===== src/rtl/dga_pkg.sv =====
// Shared types and constants for the gated R/S latch arbiter.
// State encoding, latch count and requester count live here.
package dga_pkg;

  localparam int N_LATCH = 8;
  localparam int N_REQ   = 4;
  localparam int IDXW    = 3;

  typedef enum logic [2:0] {
    IDLE,
    SETUP,
    GATE,
    HOLD,
    DONE
  } state_t;

  function automatic logic [N_LATCH-1:0] latch_onehot(
    input logic [IDXW-1:0] i
  );
    logic [N_LATCH-1:0] v;
    v    = '0;
    v[i] = 1'b1;
    return v;
  endfunction

endpackage


===== src/rtl/rr_arb4.sv =====
// Four-way round-robin picker: ptr names the highest-priority
// requester, grant is one-hot (or zero when nobody asks).
module rr_arb4
  import dga_pkg::*;
(
  input  logic [N_REQ-1:0] req,
  input  logic [1:0]       ptr,
  output logic [N_REQ-1:0] grant
);

  // Walk from lowest to highest priority so the nearest-to-ptr wins.
  always_comb begin
    grant = '0;
    for (int i = N_REQ - 1; i >= 0; i--) begin
      if (req[ptr + 2'(i)]) begin
        grant = 4'b0001 << (ptr + 2'(i));
      end
    end
  end

endmodule


===== src/rtl/latch_gate_arbiter.sv =====
// Arbitrates set/reset/clear operations onto eight gated R/S latches
// with a SETUP / GATE / HOLD / DONE pulse sequence.
module latch_gate_arbiter
  import dga_pkg::*;
#(
  parameter int GATE_CYCLES = 2,
  parameter int NLATCH      = N_LATCH
) (
  input  logic              sysclk,
  input  logic              sys_rst_n,
  input  logic [3:0]        req,
  input  logic [3:0]        op,
  input  logic [11:0]       idx,
  input  logic              clear_all,
  output logic [3:0]        ack,
  output logic              clr_done,
  output logic              busy,
  output logic [NLATCH-1:0] latch_s,
  output logic [NLATCH-1:0] latch_r,
  output logic [NLATCH-1:0] latch_g
);

  state_t            state_q, state_d;
  logic [3:0]        cnt_q, cnt_d;
  logic [1:0]        ptr_q, ptr_d;
  logic [3:0]        win_q, win_d;
  logic              op_q, op_d;
  logic [IDXW-1:0]   li_q, li_d;
  logic              clr_q, clr_d;

  logic [3:0]        ack_q, ack_d;
  logic              clr_done_q, clr_done_d;
  logic              busy_q, busy_d;
  logic [NLATCH-1:0] s_q, s_d;
  logic [NLATCH-1:0] r_q, r_d;
  logic [NLATCH-1:0] g_q, g_d;
  logic [NLATCH-1:0] oh;

  logic [3:0]        grant;
  logic [1:0]        gidx;

  rr_arb4 u_rr (
    .req   (req),
    .ptr   (ptr_q),
    .grant (grant)
  );

  always_comb begin
    gidx = '0;
    for (int k = 0; k < N_REQ; k++) begin
      if (grant[k]) gidx = 2'(k);
    end
  end

  always_ff @(posedge sysclk or negedge sys_rst_n) begin
    if (!sys_rst_n) begin
      state_q <= IDLE;
      cnt_q   <= '0;
      ptr_q   <= '0;
      win_q   <= '0;
      op_q    <= 1'b0;
      li_q    <= '0;
      clr_q   <= 1'b0;
    end else begin
      state_q <= state_d;
      cnt_q   <= cnt_d;
      ptr_q   <= ptr_d;
      win_q   <= win_d;
      op_q    <= op_d;
      li_q    <= li_d;
      clr_q   <= clr_d;
    end
  end

  // Operands are captured only on leaving IDLE; inputs are ignored after.
  always_comb begin
    state_d = state_q;
    cnt_d   = cnt_q;
    ptr_d   = ptr_q;
    win_d   = win_q;
    op_d    = op_q;
    li_d    = li_q;
    clr_d   = clr_q;
    unique case (state_q)
      IDLE: begin
        if (clear_all) begin
          state_d = SETUP;
          clr_d   = 1'b1;
          win_d   = '0;
        end else if (|req) begin
          state_d = SETUP;
          clr_d   = 1'b0;
          win_d   = grant;
          op_d    = op[gidx];
          li_d    = idx[IDXW*gidx +: IDXW];
          ptr_d   = gidx + 2'd1;
        end
      end
      SETUP: begin
        state_d = GATE;
        cnt_d   = 4'(GATE_CYCLES - 1);
      end
      GATE: begin
        if (cnt_q == 4'd0) state_d = HOLD;
        else cnt_d = cnt_q - 4'd1;
      end
      HOLD:    state_d = DONE;
      DONE:    state_d = IDLE;
      default: state_d = IDLE;
    endcase
  end

  // Outputs decode the upcoming state so they are registered alongside it.
  always_comb begin
    ack_d      = '0;
    clr_done_d = 1'b0;
    busy_d     = (state_d != IDLE);
    s_d        = '0;
    r_d        = '0;
    g_d        = '0;
    oh         = latch_onehot(li_d);
    unique case (state_d)
      SETUP, GATE, HOLD: begin
        if (clr_d)     r_d = '1;
        else if (op_d) s_d = oh;
        else           r_d = oh;
        if (state_d == GATE) g_d = clr_d ? '1 : oh;
      end
      DONE: begin
        if (clr_d) clr_done_d = 1'b1;
        else       ack_d      = win_d;
      end
      default: ;
    endcase
  end

  always_ff @(posedge sysclk or negedge sys_rst_n) begin
    if (!sys_rst_n) begin
      ack_q      <= '0;
      clr_done_q <= 1'b0;
      busy_q     <= 1'b0;
      s_q        <= '0;
      r_q        <= '0;
      g_q        <= '0;
    end else begin
      ack_q      <= ack_d;
      clr_done_q <= clr_done_d;
      busy_q     <= busy_d;
      s_q        <= s_d;
      r_q        <= r_d;
      g_q        <= g_d;
    end
  end

  assign ack      = ack_q;
  assign clr_done = clr_done_q;
  assign busy     = busy_q;
  assign latch_s  = s_q;
  assign latch_r  = r_q;
  assign latch_g  = g_q;

endmodule


===== config.mk =====
export PLATFORM = sky130hd
export DESIGN_NAME = latch_gate_arbiter
export DESIGN_NICKNAME = d
export VERILOG_FILES = /design/src/rtl/dga_pkg.sv /design/src/rtl/rr_arb4.sv /design/src/rtl/latch_gate_arbiter.sv
export SDC_FILE = /design/constraint.sdc
export NUM_CORES = 1
export LEC_CHECK = 0
export BUFFER_PORTS_ARGS = -buffer_cell sky130_fd_sc_hd__buf_2
export CORE_MARGIN = 3
export CORE_UTILIZATION = 40
export DETAILED_ROUTE_END_ITERATION = 8
export GPL_ROUTABILITY_DRIVEN = 0
export GPL_TIMING_DRIVEN = 0
export HOLD_SLACK_MARGIN = 0.12
export MAX_ROUTING_LAYER = met4
export SYNTH_ARGS = -nofsm -noshare
export SYNTH_HDL_FRONTEND = slang
export SYNTH_SLANG_ARGS = --single-unit
export TNS_END_PERCENT = 1

===== constraint.sdc =====
create_clock -name sysclk -period 6 [get_ports sysclk]
set_clock_uncertainty 0.05 [all_clocks]
set_input_delay 1.8 -clock sysclk [delete_from_list [all_inputs] [get_ports sysclk]]
set_output_delay 1.8 -clock sysclk [all_outputs]
set_load 0.005 [all_outputs]

==> results of run 1 <==
-- power breakdown --
group	switching (mW)	internal, mW
registers	0.0594	0.435
logic	0.647	0.425
clock network	0.104	0.164
total	0.810	1.02
-- cells by family after synthesis --
kind of cell | synth area share, %
xor gates and xnor gates | 1.04
adders and majority gates | 4.45
AOI/OAI and AO/OA | 21.4
muxes | 6.47
buffers and inverters | 3.11
and+or+nand+nor | 16.1
DFF | 47.4
-- tightest hold or removal path, delay by kind of cell (launching register included) --
family / cells / cell delay, ps
AO/OA/AOI/OAI: 1 / 80
AND/OR/NAND/NOR: 1 / 40
flip-flops: 1 / 340
-- cell usage after synthesis (all sizes together) (5+ instances only) --
master   n
dfrtp   48
nand2   29
nor2    25
o21ai   20
inv     16
ha       9
a21oi    8
nand2b   6
nor2b    5
o21a     5
-- through the flow --
| stage | setup slack, ps | util, % | instances |
|---|---|---|---|
| 2_1_floorplan | 1950 | - | 239 |
| 3_3_place_gp | 1430 | 47.9 | 366 |
| 3_5_place_dp | 1370 | 47.9 | 366 |
| 4_1_cts | 1700 | 50.0 | 373 |
| 5_1_grt | 1510 | 50.0 | 373 |
| 6_report | 1660 | 50.0 | 373 |
-- flip-flops by register name, indices dropped and copies added, names as in the netlist --
signal and cells:
li_q 3, ack 4, cnt_q 4, latch_g 8
latch_s 8, latch_r 8, state_q 3, clr_q 1
op_q 1, ptr_q 2, busy 1, clr_done 1
win_q 4
-- layout by cell type, fill, tap and decap left out, types with 3 or more instances in the layout --
master,netlist,layout
nand3_1,3,3
nor3_1,3,3
nand3b_1,3,3
a31oi_1,3,3
mux4_1,3,3
dfrtp_1,48,48
ha_1,9,9
nor2b_1,5,5
xnor2_1,3,3
nand2_1,28,28
o21a_1,5,5
nand2b_1,6,6
buf_2,0,52
inv_1,14,14
clkbuf_8,0,5
nor2_1,24,24
a21oi_1,8,8
mux2i_1,4,4
o21ai_1,5,5
and3_1,3,3
o21ai_0,14,14
o22ai_1,3,3
-- area by class of cell --
class | instances | area [µm²]
inverters | 16 | 60.1
flip-flops and latches | 48 | 1200
clock buffers | 5 | 68.8
plain buffers | 3 | 18.8
multi-input cells | 172 | 1250
fillers | 581 | 3010
clock inverters | 2 | 60.1
well taps | 75 | 93.8
repair buffers | 52 | 260
-- path summary, 6_finish.rpt --
check / start / endpoint / cells past startpoint
worst max-delay path: req[2] / latch_r[6] / 10
worst min-delay path: win_q[3] / win_q[3] / 2
worst max register to register: ptr_q[1] / latch_r[6] / 11
worst min register to register: win_q[3] / win_q[3] / 2
max in group asynchronous: sys_rst_n / li_q[0] / 1
min in group asynchronous: sys_rst_n / ack[3] / 1
-- routing by layer --
metal  vias to the layer above  GRT usage [%]  share of wire (%)
li1                        964              -                  -
met1                       902           23.2                 49
met4                         0           5.18                1.8
met5                         -              -                  0
met2                        42           25.3                 45
met3                        11           3.07                4.0
==> out/results.ini, run 1 <==
[timing]
fin_tns_setup_ps = 0
min_period_ps = 4340
maxSlewHeadroom_pct = 31.1
final_hold_viol_count = 0
rsz0062_at_grt = false
finalCritPeriodShare_pct = 72.3
tightest_slew_ps = 1030
hold_ws_ps = 449
setup_violations = 0
drv_slew = 0
max_clock_freq_ghz = 0.231

[clock_network]
clk_latency_ps = 300
cts_setup_buffers = 0
clock-sinks = 48
cts.clk_slew.worst_paths_ps = 90
cts-buffers-inserted = 5
cts_resized = 0
clockBufferDepth = 2
cts_tree = done
hold_buffers = 0
cts_max_level = 2
cts_root_buf = clkbuf_8

[drt]
drc = 0
drtPass1Iterations = 4
first_iter_violations = 106
post_drt_wl_per_cell_um = 14.8
vias = 1919
wl_mm = 5.53
detail-route-antenna-nets = 0
via_per_inst = 5.14

[grt]
grt-ovfl-total = 0
antenna_found_initial = 0
grt_max_degree = 49
grt_pass1_wl_mm = 9.52
grt_usage_pct = 16.8
grt_pass1_vias = 2043

[synthesis]
synth_area_leaders = dfrtp_1 (47%), ha_1 (4.4%), nand2_1 (4.2%), nor2_1 (3.6%), mux4_1 (3.1%)
syn-instance-count = 239
avgSynthCellArea_um2 = 10.6
synth_top_area_cell = dfrtp_1
synth_ff_type = dfrtp_1
syn-num-nets = 271
synth_enable_flop_cells = 0
syn_area_mm2 = 0.00253
ys_ff_latch = 48
yosysWarnings = 0
async_reset_ff_share_pct = 100
ys_types = 54
synthDominantCellAreaShare_pct = 47.4
synth-seq-area-share_pct = 47.4

[worst_setup_path]
path_buf_inv = 2
endpoint_kind = flip-flop
criticalPathCategory = in -> reg
critPathTopFamily = compound AO/OA/AOI/OAI gates
path_cells = buf_2, mux4_2, a31o_1, a221oi_2, a2bb2oi_4, a31oi_1, o22ai_2, inv_2, o21a_1, a211oi_1
crit_path_start_kind = input pin
path_max_fanout = 9
worstPathArrival_ps = 4460
critical_path.slowest_cell = mux4_2
reg2reg_slack_ps = 2320
cpPeakStageDelay_ps = 580
crit_required_ps = 6120

[pwr]
peakVddDrop_v = 0.000209
p_leak_nw = 1.47
power.total_mw = 1.83
p_per_area_mw_per_mm2 = 608

[die]
dieArea_mm2 = 0.00732
rows = 28
start_util_pct = 42.0
die_h_um = 85.6
io_pins = 53
coreArea_mm2 = 0.00603
die_x_um = 85.6

[layout]
fin_area_mm2 = 0.00302
diodes = 0
final_nets = 330
syn_to_final_growth_pct = 19.1
layout-drive-gt1-share_pct = 27.2

[placement]
post-dp-hpwl_mm = 4.20
place_area_mm2 = 0.00289
io_buffers = 52

[min_path]
hp-class = reg -> reg

[status]
status = completed

[job]
max_cap_viol_count = 0

(Power assumes the default switching activity.)
==> run 2, diff against run 1 <==
--- a/config.mk
+++ b/config.mk
@@ -5,6 +5,7 @@
 export SDC_FILE = /design/constraint.sdc
 export NUM_CORES = 1
 export LEC_CHECK = 0
+export ABC_AREA = 1
 export BUFFER_PORTS_ARGS = -buffer_cell sky130_fd_sc_hd__buf_2
 export CORE_MARGIN = 3
 export CORE_UTILIZATION = 40
==> constraint.sdc (replaced) <==
create_clock -name sysclk -period 4.41 [get_ports sysclk]
set_clock_uncertainty 0.05 [all_clocks]
set_input_delay 1.323 -clock sysclk [delete_from_list [all_inputs] [get_ports sysclk]]
set_output_delay 1.323 -clock sysclk [all_outputs]
set_load 0.005 [all_outputs]
==> run 2 against run 1 <==
Net effect: via count rose by 1.7%; critical path type unchanged; worst setup slack worse by 180 ps; non-clock buffer count is 1 lower; critical endpoint is now latch_r[0]; first-iteration DRC count down 52%; total power is 34% higher; largest power group unchanged; wire length is 9.6% lower; flip-flop and latch count stayed put; synthesized area is 1.9% lower; design area shrank 2.7%; clock power about the same; clock-buffer cell count is 1 higher; highest routed layer unchanged.
==> out/results.ini, run 2 <==
[clock_network]
hold_buffers = 0
clock-sinks = 48
cts_tree = done
cts-buffers-inserted = 5
cts.clk_slew.worst_paths_ps = 90
clk_latency_ps = 300
clockBufferDepth = 2
cts_root_buf = clkbuf_8
cts_max_level = 2
cts_resized = 0
cts_setup_buffers = 0

[worst_setup_path]
crit_path_start_kind = input pin
endpoint_kind = flip-flop
path_max_fanout = 7
r2r-start = ptr_q[0]
crit_required_ps = 4590
endpoint = latch_r[0]
reg2reg_slack_ps = 1680
criticalPathCategory = in -> reg
cp-startpoint = req[3]
reg2regPathDepth = 19
worstPathArrival_ps = 3110
worstReg2RegEnd = latch_r[0]

[timing]
drv_slew = 0
setup_slack_ps = 1480
tightest_slew_ps = 1010
final_hold_viol_count = 0
fin_tns_setup_ps = 0
setup_violations = 0
rsz0062_at_grt = false
min_period_ps = 2930
finalCritPeriodShare_pct = 66.5
maxSlewHeadroom_pct = 32.6
max_clock_freq_ghz = 0.341

[drt]
vias = 1952
first_iter_violations = 51
drtPass1Iterations = 4
drc = 0
detail-route-antenna-nets = 0
via_per_inst = 4.63
wl_mm = 5.00
post_drt_wl_per_cell_um = 11.8

[layout]
diodes = 0
final_cell_mix = buf_2 (53), nand2_1 (51), dfrtp_1 (48)
syn_to_final_growth_pct = 18.1
mostFrequentLayoutCell = buf_2
fin_area_mm2 = 0.00293
final_nets = 378
layout-drive-gt1-share_pct = 31.1

[grt]
grt_usage_pct = 15.6
grt_pass1_wl_mm = 8.94
grt_pass1_vias = 2012
grt_max_degree = 49
antenna_found_initial = 0
grt-ovfl-total = 0

[synthesis]
yosysMostFrequentCell = nand2_1
syn-num-nets = 319
avgSynthCellArea_um2 = 8.65
syn-instance-count = 287
synth-seq-area-share_pct = 48.4
syn_area_mm2 = 0.00248
ys_types = 31
yosys-top-cells-count = nand2_1 (51), dfrtp_1 (48), inv_1 (36), nor2_1 (31), a21oi_1 (19)
synthDominantCellAreaShare_pct = 48.4
async_reset_ff_share_pct = 100
synth_ff_type = dfrtp_1
synth_enable_flop_cells = 0
ys_ff_latch = 48
yosysWarnings = 0
synth_top_area_cell = dfrtp_1
synth_area_leaders = dfrtp_1 (48%), nand2_1 (7.7%), inv_1 (5.4%), nor2_1 (4.7%), ha_1 (4.5%)

[die]
coreArea_mm2 = 0.00596
dieArea_mm2 = 0.00719
die_x_um = 84.8
rows = 28
die_h_um = 84.8
io_pins = 53
start_util_pct = 41.7

[min_path]
hp-class = reg -> reg
hold_depth = 1

[job]
max_cap_viol_count = 0

[pwr]
p_per_area_mw_per_mm2 = 835
p_leak_nw = 1.61
peakVddDrop_v = 0.000398

[placement]
preCtsSetupSlack_ps = 1160
io_buffers = 52
place_area_mm2 = 0.00284
post-dp-hpwl_mm = 3.92

[status]
status = completed

run 2: cell types whose count changed after synthesis, moves of 4 or more:
cell	change
a21oi_1	+11
nor2b_1	-5
nand2_2	+15
nand2_1	+23
nand3_1	+14
nor2_1	+7
nand2_4	+5
nand3_2	+9
inv_1	+22
nand2b_1	-6
mux2i_1	-4
o21a_1	-5
o21ai_0	-7
run 2: where the power goes:
part | internal, mW | leakage (nW) | total [mW] | switching (mW)
clock network | 0.128 | 0.0516 | 0.271 | 0.143
logic | 0.507 | 0.932 | 1.52 | 1.02
registers | 0.591 | 0.625 | 0.655 | 0.0644
run 2: area by class of cell:
type	count	area [µm²]
buffer	2	8.76
clock buffer	6	82.6
clock inverter	2	13.8
fill	599	3020
inverter	44	168
multi-input combinational	193	1110
sequential	48	1200
tap	75	93.8
timing repair buffer	52	260
run 2: kinds of logic after synthesis:
kind of cell             share of synthesized area (%)
AND/OR/NAND/NOR                                   30.0
flip-flops                                        48.4
buffers and inverters                             7.10
AO/OA/AOI/OAI                                     9.67
adder cells (fa/ha/maj)                           4.53
XOR/XNOR                                         0.353
run 2: how the worst min path moves through the flow:
stage	slack, ps	start	end
after CTS	420	cnt_q[3]	cnt_q[3]
final	420	cnt_q[3]	cnt_q[3]
after global placement	400	cnt_q[3]	cnt_q[3]
after floorplan	380	cnt_q[3]	cnt_q[3]
after detailed placement	410	cnt_q[3]	cnt_q[3]
after global routing	470	cnt_q[3]	cnt_q[3]
run 2: worst max-delay path, cell delays in order:
cell and delay [ps]:
buf_2 120, nand2_1 90, nand3_2 130, nand2_2 130
nand3_1 100, nand3_1 90, nand2_2 60, nand2_4 100
nand2_2 110, nand2_2 120, nand2_1 70, nand2_2 90
nand2_1 70, o21ai_2 100, nand3_1 150, nand2_1 100
inv_1 60, nor2_1 80
run 2: stage by stage:
stage	power, mW	instances	hold slack [ps]	utilization [%]
floorplan	1.85	287	384	-
finish	2.45	422	421	49.3
global route	2.72	422	473	49.3
CTS	2.48	422	419	49.3
global placement	2.19	414	404	47.6
detailed placement	2.20	414	409	47.6
run 2: routing by layer:
metal	up-vias	global-route usage [%]	wire length (µm)
li1	1029	-	-
met1	885	21.1	2480
met2	34	24.7	2290
met3	4	2.75	194
met4	0	3.45	36
met5	-	-	0
